==> config.mk <==
export PLATFORM = sky130hd
export DESIGN_NAME = route_in_fifo
export DESIGN_NICKNAME = d
export VERILOG_FILES = /design/src/rtl/route_in_fifo.sv
export SDC_FILE = /design/constraint.sdc
export NUM_CORES = 1
export LEC_CHECK = 0
export BUFFER_PORTS_ARGS = -buffer_cell sky130_fd_sc_hd__buf_2
export CAP_MARGIN = 40
export CORE_ASPECT_RATIO = 1.25
export CORE_MARGIN = 3
export CORE_UTILIZATION = 35
export CTS_CLUSTER_SIZE = 10
export DETAILED_ROUTE_END_ITERATION = 16
export PLACE_DENSITY_LB_ADDON = 0.15
export SYNTH_ARGS = -nofsm -noshare
export SYNTH_HDL_FRONTEND = slang
export SYNTH_SLANG_ARGS = --single-unit
==> constraint.sdc <==
create_clock -name clk -period 3.07 [get_ports clk]
set_clock_uncertainty 0.15 [all_clocks]
set_input_delay 0.4605 -clock clk [delete_from_list [all_inputs] [get_ports clk]]
set_output_delay 0.4605 -clock clk [all_outputs]
set_load 0.1 [all_outputs]
==> src/rtl/route_in_fifo.sv <==
// route_in_fifo: 10-bit class+payload FIFO feeding one router input; define ROUTE_IN_FIFO_FWFT_EN for first-word fall-through reads
module route_in_fifo #(
    parameter int WIDTH  = 10,
    parameter int DEPTH  = 8,
    parameter int ADDR_W = 3
) (
    input  logic              clk,
    input  logic              reset,
    input  logic              push,
    input  logic [WIDTH-1:0]  data_in,
    input  logic              pop,
    input  logic [ADDR_W:0]   th_low,
    input  logic [ADDR_W:0]   th_high,
    output logic [WIDTH-1:0]  data_out,
    output logic              fifo_empty,
    output logic              fifo_full,
    output logic              almost_empty,
    output logic              almost_full,
    output logic              error,
    output logic [ADDR_W:0]   occupancy
);
    localparam logic [ADDR_W:0] FULL = (ADDR_W+1)'(DEPTH);

    logic [WIDTH-1:0]  mem_q [DEPTH];
    logic [ADDR_W-1:0] wr_ptr_q, wr_ptr_d, rd_ptr_q, rd_ptr_d;
    logic [ADDR_W:0]   count_q, count_d;
    logic              error_q, error_d;
    logic              pop_ok, push_ok;

    // Accept/reject decisions and next-state for pointers, count and sticky error
    always_comb begin
        pop_ok   = pop && (count_q != '0);
        push_ok  = push && ((count_q != FULL) || pop_ok);
        wr_ptr_d = push_ok ? wr_ptr_q + 1'b1 : wr_ptr_q;
        rd_ptr_d = pop_ok ? rd_ptr_q + 1'b1 : rd_ptr_q;
        count_d  = (push_ok && !pop_ok) ? count_q + 1'b1 :
                   (pop_ok && !push_ok) ? count_q - 1'b1 : count_q;
        error_d  = error_q || (push && !push_ok) || (pop && !pop_ok);
    end

    // Control state; reset discards every buffered word
    always_ff @(posedge clk or negedge reset) begin
        if (!reset) begin
            wr_ptr_q <= '0;
            rd_ptr_q <= '0;
            count_q  <= '0;
            error_q  <= 1'b0;
        end else begin
            wr_ptr_q <= wr_ptr_d;
            rd_ptr_q <= rd_ptr_d;
            count_q  <= count_d;
            error_q  <= error_d;
        end
    end

    // Storage is never cleared; writes are blocked while reset is held
    always_ff @(posedge clk) begin
        if (push_ok && reset)
            mem_q[wr_ptr_q] <= data_in;
    end

`ifdef ROUTE_IN_FIFO_FWFT_EN
    // Head word is shown as soon as it exists; zero when empty
    always_comb begin
        data_out = (count_q != '0) ? mem_q[rd_ptr_q] : '0;
    end
`else
    logic [WIDTH-1:0] dout_q, dout_d;

    // Popped head word is captured and held until the next pop
    always_comb begin
        dout_d = pop_ok ? mem_q[rd_ptr_q] : dout_q;
    end

    // Registered read port
    always_ff @(posedge clk or negedge reset) begin
        if (!reset)
            dout_q <= '0;
        else
            dout_q <= dout_d;
    end

    assign data_out = dout_q;
`endif

    // Flags derive from the registered count and the live thresholds
    always_comb begin
        fifo_empty   = (count_q == '0);
        fifo_full    = (count_q == FULL);
        almost_empty = (count_q <= th_low);
        almost_full  = (count_q >= th_high);
        error        = error_q;
        occupancy    = count_q;
    end
endmodule

==> impl_summary.md <==
Status
The flow ran to the end, and the final reports show no timing, DRC or antenna violations.

Floorplan
Once the floorplan was initialized, standard cells occupied 36.4% of the core. The horizontal die dimension is 105 um. The total I/O pin count is 41. The region available for standard cell placement spans 11800 um2. The placement row count is 44. The full die area is 13700 um2. The floorplan step set the die height to 130 um.

Clock tree
At the later pin of the worst-skew pair, clock insertion delay measures 0.34 ns. The total CTS buffers is 9. The clock slew at the register clock pins of the worst setup and hold paths is 0.07 ns. Counting every sink on the clock net gives 101. The H-tree was split into 3 levels.

Clock tree synthesis selected as its root buffer the cell clkbuf_16. In this run the deepest clock path goes through 2 buffers. TritonCTS built the clock tree.

Drt
The post-detailed-routing wire length is 8.57 mm. The count of nets left with antenna violations once routing finished came out at 0. The number of vias in the routed layout is 2405. The average detailed-routed wire length per instance is 17.2 um. After detailed routing, the number of vias per cell comes to 4.83.

The number of DRC markers after the initial detailed-route iteration is 82. The total iterations of the first detailed-routing run is 4. After detailed routing, the number of remaining DRC violations is 0.

Yosys
Sorting the synthesized cells by area gives the leading types as edfxtp_1, dfrtp_1, mux2_2. In the synthesized netlist, the cells that appear most often are edfxtp_1, mux2_2, dfrtp_1, mux2i_1, nand2_1. The top cell type by area accounts for 55.7% of the synthesized area. Summed over all instances, the cell type with the most area after synthesis is edfxtp_1. Synthesis instantiated 39 different standard cells from the library.

Yosys printed 0 warnings. The combined area of all synthesized cells is 4310 um2. The library cell with the highest instance count after synthesis is edfxtp_1. The net count after synthesis is 312.

The average cell area after synthesis is 15.6 um2. The sequential element share of the synthesized area is 67.9%. The number of enable-type register cells in the synthesized netlist is 80. Of all flip-flops after synthesis, the portion carrying an async set or reset was 20.8%.

After technology mapping, the gate count stands at 276. The synthesis-stage register bit count is 101. Among all flip-flop cells after synthesis, the most frequent one is edfxtp_1.

STA
The final-layout setup total negative slack is 0 ns. The remaining max-slew budget at the tightest pin is 64.3%. The time the final worst path needs with I/O delays and setup is 2.77 ns. The fmax is 361 MHz. The number of hold-slack violations in the final timing report is 0.

The max-slew violation count was 0. For the pin with the worst max-slew slack, the measured transition is 0.536 ns. Setup repair after global routing left no endpoint under its margin. The count of final setup violators is 0.

The share of the cycle needed by the critical path after routing is 90.2%. Setup slack on the critical path of the routed design comes to 0.300 ns.

Critical path
The critical path in this run is classified as reg2out. Data on the critical path is required at its endpoint by 2.46 ns. STA classifies the critical path endpoint as an output pin. The maximum fanout encountered on the critical timing path is 8. The data arrival time of the worst path is 2.16 ns.

The worst setup path is launched from a flip-flop.

Final layout
The post-synthesis to final-layout area growth is 18.4%. The layout filler cell count is 1073. The final design instance area without fill is 5100 um2. The final cell count without fillers is 498.

The count of antenna diodes in the layout is 0. Of the cells placed in the final design, the portion with a size suffix greater than 1 is 32.3%. The final net count is 368.

Power and ir drop
The largest vdd supply drop is 480 uV. Summed over all cells, the static leakage comes to 0.00194 uW. After layout, the design draws a total of 5470 uW. For this design the ratio of total power to cell area is 1070 nW/um2.

Placement
Once placement finished, the instance area stood at 4780 um2. The cell count after placement is 481. The HPWL after detailed placement is 5.63 mm.

In this run the tool buffered the top-level ports with 40 buffer cells. The congestion estimate from routability-driven global placement came to 0.688. The post-place setup slack is 0.219 ns.

Global routing
The via count of the first global-routing pass is 2440. The sum of overflow across all layers after global routing is 0. The global-route wire length before repair is 13.5 mm. Entering global routing, the biggest net connects 24 pins.

The overall fraction of global-route tracks in use is 13.5%. The initial antenna violation count was 0.

Hold path
The type of the tightest min-delay check is in2reg.

Run
The tool flagged a number of max-cap violations equal to 0.
[final timing paths]
path,start,to,slack [ns],cells past startpoint
setup / recovery,occupancy[1],almost_empty,0.30,6
hold / removal,data_in[4],mem_q[3][4],0.23,1
setup reg to reg,occupancy[1],occupancy[3],0.37,10
hold reg to reg,error,error,0.32,1
max in group asynchronous,reset,rd_ptr_q[0],1.85,3
min in group asynchronous,reset,wr_ptr_q[2],0.37,2
[critical path, stage by stage, from the launching register on]
cell and delay [ns]:
dfrtp_2 0.47, ha_1 0.32, nor2b_1 0.14, o21a_1 0.16
o21a_1 0.19, o21ai_4 0.11, buf_2 0.43
[power breakdown]
group	internal [uW]	total [uW]	switching (uW)
sequential	1710	1950	243
combinational	733	2360	1630
clock	645	1160	513
total	3090	5470	2390
[layer usage]
metal | vias up | GRT usage [%] | part of all wire [%]
met4 | 0 | 6.25 | 1.7
li1 | 1169 | - | -
met2 | 50 | 22.9 | 49
met5 | - | 0 | 0
met1 | 1176 | 17.1 | 46
met3 | 10 | 2.03 | 3.7
[cell usage in the layout, fill, tap and decap left out, types with 3 or more instances in the layout]
| cell | count |
|---|---|
| edfxtp_1 | 80 |
| buf_2 | 40 |
| mux2_2 | 22 |
| mux2i_1 | 21 |
| nand2_1 | 19 |
| dfrtp_1 | 16 |
| ha_1 | 13 |
| buf_4 | 13 |
| o22ai_1 | 10 |
| a221o_1 | 10 |
| o21ai_1 | 10 |
| inv_1 | 9 |
| clkbuf_16 | 9 |
| nor2_1 | 5 |
| dfrtp_2 | 5 |
| nor3_1 | 4 |
| nor3_2 | 4 |
| a21o_1 | 4 |
| xnor2_1 | 4 |
| nor2b_1 | 3 |
[cells by family (layout without fill, tap and decap cells)]
family / after synthesis / after routing / synth area share (%)
flops: 101 / 101 / 67.9
simple gates: 46 / 46 / 5.17
compound gates: 45 / 45 / 7.49
mux: 44 / 44 / 10.9
buf+inv: 20 / 81 / 3.10
fa+ha+maj: 14 / 14 / 4.24
xor+xnor: 6 / 6 / 1.22
[state kept, by name, indices dropped and copies added, names as in the netlist]
name       cells
data_out      10
rd_ptr_q       3
occupancy      4
mem_q         80
error          1
wr_ptr_q       3
[repair_timing]
action,4_1_cts,5_1_grt
endpoints found under the hold margin,5,0
gates resized for setup,0,1
endpoints found under the setup margin,0,1
setup buffers,0,0
hold buffers,1,0
[area by class of cell]
class                      count  area (um2)  area share (%)
inverter                      10        37.5           0.735
clock buffer                   9         225            4.41
tap                          161         201            3.95
sequential                   101        2930            57.5
timing repair buffer          55         328            6.42
clock inverter                 7        81.3            1.59
multi-input combinational    155        1300            25.4
[stage by stage]
| step | util [%] | hold WS (ns) |
|---|---|---|
| after floorplan | - | 0.0149 |
| after global placement | 40.4 | 0.175 |
| after detailed placement | 40.4 | 0.178 |
| after CTS | 43.1 | 0.225 |
| after global routing | 43.1 | 0.238 |
| final | 43.1 | 0.231 |
Power figures use the tool's default switching activity.
